==> config.mk <==
export PLATFORM = sky130hd
export DESIGN_NAME = inst_issuer
export DESIGN_NICKNAME = d
export VERILOG_FILES = /design/src/rtl/inst_issuer.sv
export SDC_FILE = /design/constraint.sdc
export NUM_CORES = 1
export LEC_CHECK = 0
export CAP_MARGIN = 20
export CORE_MARGIN = 3
export CORE_UTILIZATION = 55
export DETAILED_ROUTE_END_ITERATION = 16
export DONT_BUFFER_PORTS = 1
export GPL_ROUTABILITY_DRIVEN = 1
export PLACE_DENSITY = 0.66
export SETUP_SLACK_MARGIN = 0.5
export SLEW_MARGIN = 30
export SYNTH_ARGS = -nofsm -noshare
export SYNTH_HDL_FRONTEND = slang
export SYNTH_SLANG_ARGS = --single-unit
export TNS_END_PERCENT = 30
==> constraint.sdc <==
create_clock -name clk -period 4.8 [get_ports clk]
set_input_delay 0.72 -clock clk [delete_from_list [all_inputs] [get_ports clk]]
set_output_delay 0.72 -clock clk [all_outputs]
set_load 0.01 [all_outputs]
==> src/rtl/inst_issuer.sv <==
// Instruction issuer: buffers host-written instructions in a circular FIFO and
// hands them to Control one at a time, with capture/done handshakes and a watchdog.
module inst_issuer #(
    parameter int INST_WIDTH = 27,
    parameter int FIFO_DEPTH = 8,
    parameter int TIMEOUT    = 4096,
    parameter int CNT_WIDTH  = 16
) (
    input  logic                          clk,
    input  logic                          rstn,
    input  logic [INST_WIDTH-1:0]         host_inst,
    input  logic                          host_inst_valid,
    output logic                          host_inst_ready,
    input  logic                          run,
    input  logic                          err_clr,
    output logic [INST_WIDTH-1:0]         inst,
    output logic                          inst_valid,
    input  logic                          inst_ack,
    input  logic                          exec_done,
    output logic                          busy,
    output logic [$clog2(FIFO_DEPTH):0]   fifo_count,
    output logic [CNT_WIDTH-1:0]          issued_cnt,
    output logic                          irq_done,
    output logic                          err
);
    localparam int PTR_W = $clog2(FIFO_DEPTH);
    localparam int CW    = PTR_W + 1;
    localparam int WD_W  = $clog2(TIMEOUT) + 1;

    typedef enum logic [1:0] {IDLE, ISSUE, WAIT_EXEC, HALT} state_t;

    state_t                  state, state_nxt;
    logic [INST_WIDTH-1:0]   mem [FIFO_DEPTH];
    logic [PTR_W-1:0]        wr_ptr, rd_ptr;
    logic [WD_W-1:0]         watchdog;
    logic                    push, pop, timeout;

    // Ready depends on registered count only, so there is no input-to-ready path.
    assign host_inst_ready = (fifo_count != CW'(FIFO_DEPTH));
    assign push            = host_inst_valid && host_inst_ready;
    assign pop             = (state == IDLE) && run && (fifo_count != '0);
    assign timeout         = (state == WAIT_EXEC) && !exec_done &&
                             (watchdog == WD_W'(TIMEOUT - 1));
    assign busy            = (state != IDLE);

    always_comb begin
        state_nxt = state;
        case (state)
            IDLE:      if (pop) state_nxt = ISSUE;
            ISSUE:     if (inst_ack) state_nxt = WAIT_EXEC;
            WAIT_EXEC: begin
                if (exec_done)    state_nxt = IDLE;
                else if (timeout) state_nxt = HALT;
            end
            HALT:      if (err_clr) state_nxt = IDLE;
            default:   state_nxt = IDLE;
        endcase
    end

    // Storage array carries no reset; occupancy is tracked by pointers and count.
    always_ff @(posedge clk) begin
        if (push) mem[wr_ptr] <= host_inst;
    end

    always_ff @(posedge clk or negedge rstn) begin
        if (!rstn) begin
            state      <= IDLE;
            wr_ptr     <= '0;
            rd_ptr     <= '0;
            fifo_count <= '0;
            inst       <= '0;
            inst_valid <= 1'b0;
            watchdog   <= '0;
            issued_cnt <= '0;
            irq_done   <= 1'b0;
            err        <= 1'b0;
        end else begin
            state <= state_nxt;

            if (push) wr_ptr <= wr_ptr + 1'b1;
            if (pop)  rd_ptr <= rd_ptr + 1'b1;
            case ({push, pop})
                2'b10:   fifo_count <= fifo_count + 1'b1;
                2'b01:   fifo_count <= fifo_count - 1'b1;
                default: fifo_count <= fifo_count;
            endcase

            if (pop) begin
                inst       <= mem[rd_ptr];
                inst_valid <= 1'b1;
            end else if ((state == ISSUE) && inst_ack) begin
                inst_valid <= 1'b0;
            end

            if ((state == ISSUE) && inst_ack) watchdog <= '0;
            else if (state == WAIT_EXEC)      watchdog <= watchdog + 1'b1;

            if ((state == WAIT_EXEC) && exec_done) issued_cnt <= issued_cnt + 1'b1;

            // FIFO is empty after this edge only if nothing is pushed alongside.
            irq_done <= (state == WAIT_EXEC) && exec_done &&
                        (fifo_count == '0) && !push;

            if (timeout)                         err <= 1'b1;
            else if ((state == HALT) && err_clr) err <= 1'b0;
        end
    end
endmodule

==> results of run 1 <==
-- cell type report --
cell class	count	area, um^2
well taps	265	331.6
repair buffers	13	197.7
inverters	7	26.28
flip-flops and latches	287	8272
multi-input cells	291	2813
clock buffers	40	827.0
fillers	1339	7148
clock inverters	13	102.6
-- cell families after synthesis --
kind of cell,count (synthesis),share of synthesized area
adder cells (fa/ha/maj),7,0.007810
flip-flops,287,0.7369
multiplexers,86,0.1375
XOR/XNOR,26,0.02031
AO/OA/AOI/OAI,52,0.02600
AND/OR/NAND/NOR,120,0.05490
buffers and inverters,32,0.01663
-- layer usage --
| metal | vias up | track usage | wire (um) |
|---|---|---|---|
| met2 | 151 | 0.3173 | 10160 |
| met1 | 2857 | 0.2651 | 8852 |
| li1 | 2431 | - | - |
| met5 | - | 0 | 0 |
| met4 | 0 | 0.04577 | 504 |
| met3 | 35 | 0.05074 | 1481 |
-- metrics by stage --
stage          utilization  hold WS (ns)
3_5_place_dp        0.5833        0.4277
5_1_grt             0.6375       0.08668
6_report            0.6375       0.07281
4_1_cts             0.6319       0.06623
3_3_place_gp        0.5832        0.4277
2_1_floorplan            -        0.4244
-- cell usage after synthesis (all sizes together), types with 2 or more instances --
cell,count,area share
edfxtp,216,0.58
dfrtp,71,0.16
mux4,54,0.11
nand2,51,0.017
o21ai,38,0.017
mux2i,28,0.025
buf,21,0.013
nand3,19,0.0089
xnor2,17,0.013
nor2,12,0.0040
xor2,9,0.0070
ha,7,0.0078
inv,7,0.0023
nor3,7,0.0031
and3,4,0.0022
clkbuf,4,0.0015
mux2,4,0.0040
nand2b,4,0.0022
nand4,4,0.0028
a21oi,3,0.0013
and2,3,0.0017
nand3b,3,0.0020
nor4,3,0.0030
o211ai,3,0.0020
o31ai,3,0.0020
or4,3,0.0027
and4,2,0.0017
-- path summary, 6_finish.rpt --
path | start | to | slack (ns) | cells past startpoint
max in group asynchronous | rstn | rd_ptr[2] | 4.42 | 1
setup reg to reg | fifo_count[1] | fifo_count[2] | 2.19 | 10
setup / recovery | fifo_count[1] | fifo_count[2] | 2.19 | 10
hold reg to reg | watchdog[7] | watchdog[7] | 0.48 | 1
hold / removal | rstn | watchdog[5] | 0.07 | 1
min in group clk | host_inst_valid | irq_done | 0.26 | 1
-- power groups by stage --
stage	Sequential [mW]	Clock [mW]	Combinational, mW
after CTS	3.75	2.20	1.53
after floorplan	3.46	0	1.42
after global routing	3.74	2.29	1.80
after global placement	3.77	0	1.47
final	3.67	2.15	1.63
after detailed placement	3.80	0	1.50
-- state kept, by name (all words and copies together) (netlist names) --
name / count
err: 1
fifo_count: 4
inst: 27
inst_valid: 1
irq_done: 1
issued_cnt: 16
mem: 216
rd_ptr: 3
state: 2
watchdog: 13
wr_ptr: 3
-- timing repair --
item / in CTS / in global routing
hold buffers: 1 / 0
endpoints found under the setup margin: 0 / 0
buffers inserted: 0 / 0
endpoints found under the hold margin: 71 / 0
-- critical path: cells and delay by family, from the launching register on --
| family | cells | cell delay (ns) |
|---|---|---|
| and+or+nand+nor | 4 | 0.89 |
| adders and majority gates | 2 | 0.54 |
| DFF | 1 | 0.49 |
| xor gates and xnor gates | 3 | 0.41 |
| AOI/OAI and AO/OA | 1 | 0.14 |
==> results_dict.tcl, run 1 <==
set metrics [dict create \
    status "finished, final reports clean" \
    p_int_mw 5.254 \
    die_w_um 148.8 \
    power_mw 7.447 \
    track_usage 0.1933 \
    syn_inst 610 \
    path_max_fanout 8 \
    dieArea_um2 22140 \
    dr.pass1.iters 4 \
    share_comb_of_total_power 0.219 \
    slowest_stage "dfrtp_1" \
    diodes 0 \
    grt_overflow 0 \
    cts-buffers-inserted 29 \
    routabilityCongestion 0.7286 \
    syn_area_um2 11210 \
    worstMarginPinSlew_ns 0.6416 \
    yosysWarnings 0 \
    drv_cap 0 \
    ios 86 \
    wl_per_cell_um 22.93 \
    hpwl_mm 11.43 \
    totalNegativeSetupSlack_ns 0 \
    row_count 51 \
    start_util 0.5687 \
    hold_viol 0 \
    worst_slack_ns 2.189 \
    crit_arrival_ns 3.02 \
    cts-root-buf "clkbuf_16" \
    max_clock_freq_mhz 383.0 \
    period_share 0.5439 \
    finalNetCount 670 \
    initialDrtViolationCount 359 \
    dpl_worst_slack_ns 2.230 \
    grt_max_degree 72 \
    htree_num_levels 1 \
    end_kind "register" \
    synth_flop_cell "edfxtp_1" \
    layout_commonest_cell "edfxtp_1" \
    layout_common_cells "edfxtp_1, dfrtp_1, mux4_2, nand2_1, o21ai_0" \
    syn_area_per_cell_um2 18.38 \
    finalMaxSlewViolations 0 \
    core_area_um2 19720 \
    clk_pin_slew_ns 0.06 \
    switching_power_mw 2.193 \
    die_h_um 148.8 \
    synth_seq_area_share 0.7369 \
    cts_tree "done" \
    via_count 5474 \
    grt_setup_unrepaired "false" \
    drive_gt1_frac 0.2043 \
    cp.required_ns 5.21 \
    clkSinkCount 287 \
    cts_resized 0 \
    ys_ff_latch 287 \
    area_growth_pct 12.10 \
    port_buffers 0 \
    wirelength_mm 21.00 \
    dpl_cell_area_um2 11500 \
    min_path_type "input port to asynchronous set/reset pin" \
    grt_pass1_vias 5884 \
    power_density_nw_per_um2 592.4 \
    synth_edf_count 216 \
    final_cell_area_um2 12570 \
    period_needed_ns 2.611 \
    clk_path_buf_depth 3 \
    layout.cells.non_filler 916 \
    yosysUniqueCellTypes 47 \
    worstPathCellList "nor3_1 > nand2_1 > nand2_1 > ha_1 > xor2_1 > ha_1 > a21oi_1 > xor2_1 > nor2_1 > xor2_1" \
    drt-vias-per-instance 5.976 \
    startpoint_type "register" \
    finClkSkew_ns 0.01740 \
    synthesis.nets 651 \
    drc_errors 0 \
    antenna_found_initial 0 \
    antenna_left 0 \
    grt_pass1_wl_mm 33.11 \
    dp.cells 858 \
    cpMostUsedCell "xor2_1" \
    critical_path_class "register to register" \
    p_clk_frac 0.288 \
    peakVddDrop_uv 331.0 \
    critPathMaxStageDelay_ns 0.49 \
    swShare 0.2945 \
    async_flop_share 0.2474 \
    finalSetupViolCount 0 \
    power_leakage_nw 4.430 \
    share_seq_of_total_power 0.493 \
    slew_headroom 0.5723 \
    clock_latency_ns 0.55 \
]
No activity file was read; power rests on OpenSTA's default activity.
==> run 2, diff against run 1 <==
==> constraint.sdc (replaced) <==
create_clock -name clk -period 2.6 [get_ports clk]
set_input_delay 0.39 -clock clk [delete_from_list [all_inputs] [get_ports clk]]
set_output_delay 0.39 -clock clk [all_outputs]
set_load 0.01 [all_outputs]
==> run 2 against run 1 <==
Clock power increased by 72%. First-iteration DRC count is 6.1% lower. Die area unchanged. Critical path type unchanged. Wire length shrank 1.1%.
==> results_dict.tcl, run 2 (same netlist as run 1, synthesis figures left out) <==
set metrics [dict create \
    track_usage 0.1942 \
    crit_arrival_ns 2.66 \
    layout_commonest_cell "edfxtp_1" \
    cts-root-buf "clkbuf_16" \
    r2r_cells 10 \
    antenna_left 0 \
    period_share 0.8713 \
    layout.cells.non_filler 963 \
    wl_per_cell_um 21.58 \
    end_kind "register" \
    start_util 0.5687 \
    period_needed_ns 2.265 \
    largest_reg_flops 216 \
    grt_setup_unrepaired "true" \
    peakVddDrop_uv 781.9 \
    clk_path_buf_depth 3 \
    finalMaxSlewViolations 0 \
    clock_latency_ns 0.52 \
    power_mw 13.86 \
    hold_viol 0 \
    htree_num_levels 1 \
    area_growth_pct 16.50 \
    wirelength_mm 20.78 \
    die_h_um 148.8 \
    share_seq_of_total_power 0.481 \
    finalSetupViolCount 0 \
    finalNetCount 718 \
    finClkSkew_ns 0.006471 \
    holdWs_ns 0.02972 \
    drive_gt1_frac 0.2335 \
    cts-buffers-inserted 28 \
    max_clock_freq_mhz 441.4 \
    power_density_nw_per_um2 1061 \
    hold_path_depth 2 \
    dp.cells 875 \
    regMostFlops "mem" \
    drc_errors 0 \
    hpwl_mm 12.35 \
    dpl_worst_slack_ns 0.1381 \
    hp-start "host_inst_valid" \
    worst_slack_ns 0.3345 \
    switching_power_mw 4.137 \
    final_util 0.6625 \
    routabilityCongestion 0.7416 \
    layout_common_cells "edfxtp_1, dfrtp_1, mux4_2, nand2_1, o21ai_0" \
    power_leakage_nw 4.619 \
    cp.required_ns 3.00 \
    p_clk_frac 0.267 \
    share_comb_of_total_power 0.252 \
    dr.pass1.iters 5 \
    via_count 5607 \
    row_count 51 \
    initialDrtViolationCount 337 \
    drv_cap 0 \
    ios 86 \
    clkSinkCount 287 \
    clk_pin_slew_ns 0.06 \
    p_int_mw 9.722 \
    die_w_um 148.8 \
    reg_top3 "mem: 216 flops, inst: 27 flops, issued_cnt: 16 flops" \
    dpl_cell_area_um2 11760 \
    critical_path_class "register to register" \
    cts_tree "done" \
    grt_pass1_wl_mm 33.29 \
    grt_pass1_vias 5950 \
    crit_start "fifo_count[3]" \
    swShare 0.2985 \
    diodes 0 \
    min_path_type "input port to register" \
    totalNegativeSetupSlack_ns 0 \
    slew_headroom 0.5762 \
    port_buffers 0 \
    startpoint_type "register" \
    drt-vias-per-instance 5.822 \
    path_max_fanout 4 \
    worstMarginPinSlew_ns 0.6357 \
    final_cell_area_um2 13060 \
    core_area_um2 19720 \
    grt_overflow 0 \
    grt_max_degree 72 \
    antenna_found_initial 0 \
    status "finished, final reports clean" \
    dieArea_um2 22140 \
    r2r-start "fifo_count[3]" \
]
==> run 2: worst paths after layout <==
path,end,slack (ns)
min reg2reg,watchdog[7],0.47
max,fifo_count[2],0.33
min in group asynchronous,watchdog[12],0.41
min,wr_ptr[2],0.03
max reg2reg,fifo_count[2],0.33
max in group asynchronous,rd_ptr[0],1.84
==> run 2: timing repair <==
action | in CTS | in global routing
endpoints found under the hold margin | 288 | 0
endpoints found under the setup margin | 3 | 40
setup buffers | 2 | 5
pin swaps | 3 | 8
hold buffers | 30 | 0
gates resized for setup | 10 | 6
==> run 2: power groups by stage <==
| stage | sequential [mW] | clock, mW | combinational [mW] |
|---|---|---|---|
| CTS | 6.68 | 3.80 | 3.51 |
| detailed placement | 6.76 | 0 | 3.36 |
| finish | 6.66 | 3.70 | 3.50 |
| floorplan | 6.42 | 0 | 2.66 |
| global route | 6.77 | 4.00 | 3.85 |
| global placement | 6.71 | 0 | 3.27 |
==> run 2: worst max-delay path, stage by stage, from the launching register on <==
cell and delay (ns):
dfrtp_2 0.46, or4_4 0.52, nand3_4 0.12, inv_4 0.06, ha_4 0.16, xor2_1 0.14
ha_2 0.18, a21oi_2 0.12, xor2_1 0.17, nor2_1 0.07, xor2_1 0.14
==> run 2: metal layers <==
metal  share of wire  global-route usage  vias to the layer above
li1                -                   -                     2528
met1            0.41              0.2598                     2902
met2            0.52              0.3392                      146
met3           0.053             0.03160                       31
met4           0.018             0.04805                        0
met5               0                   0                        -
==> run 2: layout make-up <==
class,instances,area [um^2]
Sequential cell,287,8274
Clock buffer,31,733.2
Clock inverter,20,125.1
Multi-Input combinational cell,291,2938
Fill cell,1334,6654
Timing Repair Buffer,62,633.1
Inverter,7,28.78
Tap cell,265,331.6
